[config.mk]
export PLATFORM = sky130hd
export DESIGN_NAME = ps2_dir_scheduler_flat
export DESIGN_NICKNAME = d
export VERILOG_FILES = /design/src/rtl/ps2_dir_scheduler_if.sv /design/src/rtl/ps2_dir_scheduler.sv /design/src/flat_wrapper.sv
export SDC_FILE = /design/constraint.sdc
export NUM_CORES = 1
export LEC_CHECK = 0
export ABC_AREA = 1
export CAP_MARGIN = 20
export CORE_MARGIN = 5
export CORE_UTILIZATION = 51
export CTS_CLUSTER_SIZE = 10
export DETAILED_ROUTE_END_ITERATION = 16
export GPL_ROUTABILITY_DRIVEN = 0
export PLACE_DENSITY = 0.76
export SLEW_MARGIN = 20
export SYNTH_ARGS = -nofsm -noshare
export SYNTH_HDL_FRONTEND = slang
export SYNTH_SLANG_ARGS = --single-unit
export TNS_END_PERCENT = 100
[constraint.sdc]
create_clock -name clk -period 1.6 [get_ports clk]
set_input_delay 0.16 -clock clk [delete_from_list [all_inputs] [get_ports clk]]
set_output_delay 0.16 -clock clk [all_outputs]
set_load 0.1 [all_outputs]
[src/rtl/ps2_dir_scheduler_if.sv]
// rtl/ps2_dir_scheduler_if.sv - byte-input and command-handshake bundle for ps2_dir_scheduler
//
// Signals:
//   ps2_data        [7:0]  received PS/2 byte
//   ps2_key_pressed        one-cycle strobe, ps2_data valid this cycle
//   cmd_ack                processor accepts cmd_dir
//   cmd_valid              command pending
//   cmd_dir         [1:0]  direction: 0 up, 1 right, 2 down, 3 left
// Modports:
//   master - byte source and command consumer (receiver + processor side)
//   slave  - the scheduler
interface ps2_dir_scheduler_if;
   logic [7:0] ps2_data;
   logic       ps2_key_pressed;
   logic       cmd_ack;
   logic       cmd_valid;
   logic [1:0] cmd_dir;

   modport master (
      output ps2_data,
      output ps2_key_pressed,
      output cmd_ack,
      input  cmd_valid,
      input  cmd_dir
   );

   modport slave (
      input  ps2_data,
      input  ps2_key_pressed,
      input  cmd_ack,
      output cmd_valid,
      output cmd_dir
   );
endinterface

[src/rtl/ps2_dir_scheduler.sv]
// rtl/ps2_dir_scheduler.sv - PS/2 arrow-key parser and paced direction command scheduler
//
// Ports:
//   clk           system clock
//   resetn        asynchronous active-low reset
//   bus           ps2_dir_scheduler_if.slave: PS/2 byte input, cmd valid/ack output
//   cur_dir [1:0] last acknowledged direction
//   held    [3:0] key-held bitmap, bit index = direction code
//   tick          one-cycle pulse per game step
//   protocol_err  one-cycle pulse on a prefix byte following a break prefix
module ps2_dir_scheduler #(
   parameter int TICK_CYCLES = 5000000,
   parameter int CNT_W       = 25
) (
   input  logic                 clk,
   input  logic                 resetn,
   ps2_dir_scheduler_if.slave   bus,
   output logic [1:0]           cur_dir,
   output logic [3:0]           held,
   output logic                 tick,
   output logic                 protocol_err
);

   typedef enum logic [1:0] {
      ST_IDLE,
      ST_EXT,
      ST_BRK,
      ST_EXT_BRK
   } state_t;

   localparam logic [CNT_W-1:0] CNT_LAST = CNT_W'(TICK_CYCLES - 1);
   localparam logic [CNT_W-1:0] CNT_ONE  = CNT_W'(1);

   state_t           state_q, state_d;
   logic [CNT_W-1:0] cnt_q, cnt_d;
   logic             tick_q, tick_d;
   logic             perr_q, perr_d;
   logic [3:0]       held_q, held_d;
   logic [3:0]       pending_q, pending_d;
   logic [1:0]       last_make_q, last_make_d;
   logic [1:0]       cur_dir_q, cur_dir_d;
   logic             cmd_valid_q, cmd_valid_d;
   logic [1:0]       cmd_dir_q, cmd_dir_d;

   logic       is_arrow;
   logic [1:0] arrow_dir;
   logic       is_e0;
   logic       is_f0;
   logic       do_make;
   logic       do_break;
   logic       eval;
   logic [3:0] cand;
   logic [1:0] sel;

   always_comb begin
      // Byte decode
      is_arrow  = 1'b1;
      arrow_dir = 2'd0;
      case (bus.ps2_data)
         8'h75:   arrow_dir = 2'd0;
         8'h74:   arrow_dir = 2'd1;
         8'h72:   arrow_dir = 2'd2;
         8'h6B:   arrow_dir = 2'd3;
         default: is_arrow  = 1'b0;
      endcase
      is_e0 = (bus.ps2_data == 8'hE0);
      is_f0 = (bus.ps2_data == 8'hF0);

      // Parser
      state_d  = state_q;
      do_make  = 1'b0;
      do_break = 1'b0;
      perr_d   = 1'b0;
      if (bus.ps2_key_pressed) begin
         case (state_q)
            ST_IDLE: begin
               if (is_e0)      state_d = ST_EXT;
               else if (is_f0) state_d = ST_BRK;
               else            do_make = is_arrow;
            end
            ST_EXT: begin
               if (is_f0)      state_d = ST_EXT_BRK;
               else if (is_e0) state_d = ST_EXT;
               else begin
                  do_make = is_arrow;
                  state_d = ST_IDLE;
               end
            end
            default: begin
               // A second prefix after a break prefix is malformed.
               state_d = ST_IDLE;
               if (is_e0 || is_f0) perr_d   = 1'b1;
               else                do_break = is_arrow;
            end
         endcase
      end

      // Step counter
      tick_d = (cnt_q == CNT_LAST);
      cnt_d  = (cnt_q == CNT_LAST) ? '0 : cnt_q + CNT_ONE;

      // Arbitration: candidates exclude the reverse of the current heading.
      eval = tick_q && !cmd_valid_q;
      cand = (pending_q | held_q) & ~(4'b0001 << (cur_dir_q ^ 2'd2));
      if (cand[last_make_q]) sel = last_make_q;
      else if (cand[0])      sel = 2'd0;
      else if (cand[1])      sel = 2'd1;
      else if (cand[2])      sel = 2'd2;
      else                   sel = 2'd3;

      cmd_valid_d = cmd_valid_q;
      cmd_dir_d   = cmd_dir_q;
      cur_dir_d   = cur_dir_q;
      if (cmd_valid_q && bus.cmd_ack) begin
         cmd_valid_d = 1'b0;
         cur_dir_d   = cmd_dir_q;
      end
      if (eval && (cand != 4'd0) && (sel != cur_dir_q)) begin
         cmd_valid_d = 1'b1;
         cmd_dir_d   = sel;
      end

      // A make arriving in the evaluation cycle lands after the clear,
      // so it counts toward the following step.
      pending_d   = eval ? 4'd0 : pending_q;
      held_d      = held_q;
      last_make_d = last_make_q;
      if (do_make) begin
         held_d[arrow_dir]    = 1'b1;
         pending_d[arrow_dir] = 1'b1;
         last_make_d          = arrow_dir;
      end
      if (do_break) held_d[arrow_dir] = 1'b0;
   end

   always_ff @(posedge clk or negedge resetn) begin
      if (!resetn) begin
         state_q     <= ST_IDLE;
         cnt_q       <= '0;
         tick_q      <= 1'b0;
         perr_q      <= 1'b0;
         held_q      <= 4'd0;
         pending_q   <= 4'd0;
         last_make_q <= 2'd1;
         cur_dir_q   <= 2'd1;
         cmd_valid_q <= 1'b0;
         cmd_dir_q   <= 2'd1;
      end else begin
         state_q     <= state_d;
         cnt_q       <= cnt_d;
         tick_q      <= tick_d;
         perr_q      <= perr_d;
         held_q      <= held_d;
         pending_q   <= pending_d;
         last_make_q <= last_make_d;
         cur_dir_q   <= cur_dir_d;
         cmd_valid_q <= cmd_valid_d;
         cmd_dir_q   <= cmd_dir_d;
      end
   end

   assign bus.cmd_valid = cmd_valid_q;
   assign bus.cmd_dir   = cmd_dir_q;
   assign cur_dir       = cur_dir_q;
   assign held          = held_q;
   assign tick          = tick_q;
   assign protocol_err  = perr_q;

endmodule

[src/flat_wrapper.sv]
// flat-port wrapper written by rule: the top's interface ports become plain ports
module ps2_dir_scheduler_flat 
#(
   parameter int TICK_CYCLES = 5000000,
   parameter int CNT_W       = 25
)
  (clk, resetn, cur_dir, held, tick, protocol_err, bus_ps2_data, bus_ps2_key_pressed, bus_cmd_ack, bus_cmd_valid, bus_cmd_dir);
  ps2_dir_scheduler_if bus_i ();
  input  logic clk;
  input  logic resetn;
  output logic [1:0] cur_dir;
  output logic [3:0] held;
  output logic tick;
  output logic protocol_err;
  input wire logic [$bits(bus_i.ps2_data)-1:0] bus_ps2_data;
  input wire logic [$bits(bus_i.ps2_key_pressed)-1:0] bus_ps2_key_pressed;
  input wire logic [$bits(bus_i.cmd_ack)-1:0] bus_cmd_ack;
  output wire logic [$bits(bus_i.cmd_valid)-1:0] bus_cmd_valid;
  output wire logic [$bits(bus_i.cmd_dir)-1:0] bus_cmd_dir;
  assign bus_i.ps2_data = bus_ps2_data;
  assign bus_i.ps2_key_pressed = bus_ps2_key_pressed;
  assign bus_i.cmd_ack = bus_cmd_ack;
  assign bus_cmd_valid = bus_i.cmd_valid;
  assign bus_cmd_dir = bus_i.cmd_dir;
  ps2_dir_scheduler #(.TICK_CYCLES(TICK_CYCLES), .CNT_W(CNT_W)) u_core (.clk(clk), .resetn(resetn), .bus(bus_i), .cur_dir(cur_dir), .held(held), .tick(tick), .protocol_err(protocol_err));
endmodule
[Word level (Yosys, flattened, before mapping)]
Cells that the tools add are included.
Storage, ports and cells
  latch bits: 0
  RAM bits: 0
  register bits after elaboration: 44
  logic and storage cells: 80
  memories: 0
  bits of input ports: 12
  ROM bits: 0
Cells by class
  $add $sub $neg: 1
  $mul: 0
  bitwise logic cells: 8
  mux-type cells: 34
  $lt $le $gt $ge: 3
  equal/unequal tests: 10
  shift-type cells: 1
  reductions and logical operators: 13
  divide/modulo/power cells: 0
Operators with widths (number)
  8-bit by 7-bit == test with 1-bit output (second input constant): 4
  25-bit by 1-bit adder with 25-bit output (second input constant): 1
  25-bit by 23-bit == test with 1-bit output (second input constant): 1
  25-bit 2-to-1 mux: 1
  1-bit 2-to-1 mux: 18
  8-bit == test (second input constant): 2
  4-bit 2-to-1 mux: 4
  2-bit 2-to-1 mux: 6
  4-bit OR: 3
  4-bit AND: 2
  4-bit inverter: 2
  2-bit by 3-bit < comparator with 1-bit output (second input constant): 2
  2-bit one-hot mux with 3 select lines: 1
  1-bit logical AND: 5
  2-bit one-hot mux with 2 select lines: 1
  4-bit nonzero test: 1
  4-bit OR reduction: 1
  1-bit by 2-bit left shift with 4-bit output (first input constant): 1
  3-bit by 1-bit inequality test with 1-bit output (second input constant): 1
  1-bit binary-select mux with 2-bit select: 1
  1-bit demux with 2-bit select: 1
  2-bit by 1-bit == test with 1-bit output (second input constant): 1
  2-bit by 1-bit >= comparator with 1-bit output (second input constant): 1
  2-bit logical NOT: 1
  other kinds (8): 8

[Depth between registers and ports, before layout]
  depth in word-level cells: 11
  gate-level depth with buffers: 14

[Worst setup path after synthesis]
Ideal clock, no wire load.
  kind: reg2reg
  start point: register u_core.cur_dir_q[1], in the netlist u_core.cur_dir[1]
  end point: register u_core.cmd_dir_q[1], in the netlist u_core.bus.cmd_dir[1]
  arrival: 2.002 ns
  buffers on the path: 0
  slack: -0.525 ns
  stages on the path, launching flop included: 14
  cell sequence: dfrtp_1 > inv_1 > nand2_1 > nand2_1 > nand2_1 > nand3_1 > nand2_1 > nand2_1 > nand2_1 > nand2_1 > nand2_1 > nand2_1 > nand2_1 > nand2_1
Between the ends
  cells in the longest elaborated chain, start to end: 10
  elaborated cells between the ends (all ways): 14
  those cells by class: eq/ne: 1; shift: 1; mux: 6; bitwise: 3; reduce/logical: 3
Ends and longest elaborated chain
  start: declaration: RTL line ps2_dir_scheduler.sv:41  | logic [1:0] cur_dir_q, cur_dir_d;
  start signal: assignment: RTL line ps2_dir_scheduler.sv:156  | cur_dir_q <= cur_dir_d;
  1-bit inverter (no source line)
  1-bit by 2-bit left shift with 4-bit output: RTL line ps2_dir_scheduler.sv:104  | cand = (pending_q | held_q) & ~(4'b0001 << (cur_dir_q ^ 2'd2));
  4-bit inverter: RTL line ps2_dir_scheduler.sv:104
  4-bit AND: RTL line ps2_dir_scheduler.sv:104
  1-bit 2-to-1 mux: RTL line ps2_dir_scheduler.sv:108  | else if (cand[2]) sel = 2'd2;
  2-bit 2-to-1 mux: RTL line ps2_dir_scheduler.sv:107  | else if (cand[1]) sel = 2'd1;
  2-bit 2-to-1 mux: RTL line ps2_dir_scheduler.sv:106  | else if (cand[0]) sel = 2'd0;
  2-bit 2-to-1 mux: RTL line ps2_dir_scheduler.sv:105  | if (cand[last_make_q]) sel = last_make_q;
  2-bit inequality test: RTL line ps2_dir_scheduler.sv:118  | if (eval && (cand != 4'd0) && (sel != cur_dir_q)) begin
  1-bit logical AND: RTL line ps2_dir_scheduler.sv:118
  end signal: assignment: RTL line ps2_dir_scheduler.sv:158  | cmd_dir_q <= cmd_dir_d;
  end: declaration: RTL line ps2_dir_scheduler.sv:43  | logic [1:0] cmd_dir_q, cmd_dir_d;
Parallel ways exist; a longest one is shown, timed or not. The select of a mux whose other input is x is not followed.
A chain may end at the register's enable or synchronous reset.

[Final worst setup path]
  start point: register u_core.cnt_q[0]
  end point: register u_core.cnt_q[8]
Between the ends
  cells in the longest elaborated chain, start to end: 2
  elaborated cells between the ends (all ways): 3
  those cells by class: add/sub: 1; eq/ne: 1; mux: 1
Ends and longest elaborated chain
  start: declaration: RTL line ps2_dir_scheduler.sv:35  | logic [CNT_W-1:0] cnt_q, cnt_d;
  start signal: assignment: RTL line ps2_dir_scheduler.sv:150  | cnt_q <= cnt_d;
  25-bit by 1-bit adder with 25-bit output or 25-bit by 23-bit == test with 1-bit output (tied branches): RTL line ps2_dir_scheduler.sv:100  | cnt_d = (cnt_q == CNT_LAST) ? '0 : cnt_q + CNT_ONE;
  25-bit 2-to-1 mux (*): RTL line ps2_dir_scheduler.sv:100
  net u_core.cnt_d[8]: RTL line ps2_dir_scheduler.sv:35
Mark *: on every way through the listed nets, which the timed path passes. The rest lies on a longest branch.

==> out/metrics.yaml <==
grt_pass1_vias: 2418
cp-start-kind: "flip-flop"
min_period_ns: 1.671
antenna_found_initial: 0
layout_common_cells: "nand2_1, buf_4, inv_1, dfrtp_1, nor2_1"
fp.coreArea_um2: 4723
post_drt_via_cell_ratio: 5.157
area_growth_pct: 43.20
p_int_mw: 1.741
drcViolationCount: 0
violations: "negative setup slack"
wirelength_um: 6280
total_power_mw: 2.522
area.sequential_um2: 1121
net-switching-power_mw: 0.7808
combPwrFrac_pct: 21.8
cts_tree: "built"
arrival_ns: 1.86
muxShareOfSynthArea_pct: 0
cts_root_buffer: "clkbuf_8"
finish.utilization_pct: 74.81
multi_input_area_um2: 1363
boundaryPins: 23
synth_xor_area_share_pct: 5.325
yosysTopAreaCellShare_pct: 41.58
slew_violations: 0
critical_path_required_ns: 1.79
crit_type: "reg -> reg"
synth_cell_types: 31
clkPwrFrac_pct: 29.3
postSynthNetCount: 329
synth_adder_area_share_pct: 0.5071
cp-end-kind: "flip-flop"
diodes: 0
relSlewSlack_pct: 65.47
path_clk_slew_ns: 0.08
num-fill-cells: 317
async_reset_ff_share_pct: 100.0
skew_ns: 0.008695
synthTopCellsByArea: "dfrtp_1, nand2_1, inv_1, nor2_1, xor2_1"
postSynthCellCount: 316
antenna_left: 0
drt_iter0_markers: 130
vias: 2362
hp-class: "in -> async"
synth_top_area_cell: "dfrtp_1"
ys_ff_latch: 44
synth_top_family_by_area: "simple AND/OR/NAND/NOR gates"
finalHoldViolations: 0
wl_per_cell_um: 13.71
gr-usage-all-layers_pct: 20.40
dpl.hpwl_um: 4325
dieHeight_um: 79.56
row_count: 25
rsz0062_at_grt: "true"
power_density_nw_per_um2: 713.8
start_util_pct: 52.24
grt_overflow: 0
num-nets-final: 403
netlist_area_um2: 2467
power.share.switching_pct: 30.96
synth_edf_count: 0
grt_max_degree: 24
synth-simple-area-share_pct: 37.27
setup_ws_ns: -0.07050
die_w_um: 79.56
port_buffers: 22
dieArea_um2: 6329
drive_gt1_share_pct: 35.55
synthFlopType: "dfrtp_1"
grt_pass1_wl_um: 10110
layout_commonest_cell: "nand2_1"
avgSynthCellArea_um2: 7.808
dr.pass1.iters: 4
max_cap_viol_count: 0
ys_warn_count: 0
instances_no_fill: 458
cp_max_fo: 7
clk_latency_ns: 0.31
report.final.setup_viol: 9
vdd_drop_max_v: 0.0005039
synth-compound-area-share_pct: 4.919
fmax_ghz: 0.5986
htree_num_levels: 2
p_leak_nw: 1.707
min_period_over_period_pct: 104.4
ctsLongestPathBuffers: 2
status: "finished with violations"
worstMarginPinSlew_ns: 0.5179
p_seq_share_pct: 48.9
dp.cells: 429
yosysSeqAreaShare_pct: 44.78
cts_sinks: 44
numCtsBuffers: 5
## metrics by stage
step	hold slack (ns)	TNS, ns	area [um^2]	worst slack (ns)
6_report	0.3658	-0.4465	3533	-0.07050
5_1_grt	0.4142	-1.948	3533	-0.1554
4_1_cts	0.3769	-0.03820	3261	-0.03000
3_5_place_dp	0.1670	-1.029	3090	-0.1537
3_3_place_gp	0.1565	-0.05922	3090	-0.01611
2_1_floorplan	-0.1356	-0.2941	2486	-0.1292
## state kept, by name, summed over array words and instances (netlist names)
signal	flops
u_core.cnt_q	25
u_core.held	4
u_core.pending_q	4
u_core.bus.cmd_dir	2
u_core.cur_dir	2
u_core.last_make_q	2
u_core.state_q	2
u_core.bus.cmd_valid	1
u_core.protocol_err	1
u_core.tick	1
## worst paths after layout
| check | from | end | slack, ns | cells after the start |
|---|---|---|---|---|
| worst max-delay path | u_core.cnt_q[0] | u_core.cnt_q[8] | -0.07 | 8 |
| worst min-delay path | resetn | u_core.last_make_q[1] | 0.37 | 2 |
| worst max register to register | u_core.cnt_q[0] | u_core.cnt_q[8] | -0.07 | 8 |
| worst min register to register | u_core.pending_q[3] | u_core.pending_q[3] | 0.49 | 2 |
| max in group asynchronous | resetn | u_core.cnt_q[7] | 0.71 | 3 |
| min in group clk | bus_cmd_ack | u_core.bus.cmd_valid | 0.45 | 2 |
## metal layers
| layer | part of all wire, % | wire (um) | GRT usage, % |
|---|---|---|---|
| met1 | 42 | 2625 | 23.25 |
| met2 | 51 | 3227 | 36.06 |
| met3 | 4.2 | 261 | 4.740 |
| met4 | 2.6 | 166 | 9.107 |
| met5 | 0 | 0 | 0 |
## final cells by class
| cell class | instances | share of cell area [%] |
|---|---|---|
| clock buffer | 7 | 2.443 |
| clock inverter | 1 | 0.2125 |
| inverter | 46 | 4.958 |
| multi-input combinational | 225 | 38.56 |
| sequential | 44 | 31.73 |
| tap | 67 | 2.373 |
| timing repair buffer | 68 | 19.72 |
## power groups by stage
stage / Sequential, mW / Combinational, mW / Clock, mW
5_1_grt: 1.24 / 0.608 / 0.798
2_1_floorplan: 1.34 / 0.181 / 0
3_5_place_dp: 1.25 / 0.496 / 0
3_3_place_gp: 1.25 / 0.481 / 0
6_report: 1.23 / 0.549 / 0.740
4_1_cts: 1.23 / 0.529 / 0.748
## cell families (layout without fill, tap and decap cells)
kind of cell               after synthesis  after routing
and+or+nand+nor                        187            187
buffers and inverters                   47            122
DFF                                     44             44
AOI/OAI and AO/OA                       22             22
xor gates and xnor gates                15             15
adders and majority gates                1              1
## cell usage after synthesis, types with 2 or more instances
library cell,instances
xnor2_1,2
inv_1,43
o21ai_0,11
nand3_2,2
nor3_2,3
nor3b_2,2
nor2_1,38
nand3_1,15
dfstp_2,3
nand4_1,11
nand2_1,81
inv_2,3
a211oi_1,2
nor3_1,9
nor4_1,9
nand2_2,4
a21oi_1,7
nor2_4,2
nor2_2,5
dfrtp_1,41
xor2_1,13
## worst max-delay path, cell delays in order, from the launching register on
cell and delay, ns:
dfrtp_1 0.37, ha_2 0.22, nand2_4 0.07, nor2_4 0.13
buf_6 0.12, nand4_1 0.11, nor3_2 0.27, buf_6 0.20
nor2_1 0.05
## repair_timing
item	4_1_cts	5_1_grt
gates resized for setup	9	44
hold endpoints to repair	18	0
setup buffers	5	15
hold buffers	1	0
pin swaps	13	24
cloned	0	0
endpoints found under the setup margin	8	19
No activity file was read; power rests on OpenSTA's default activity.
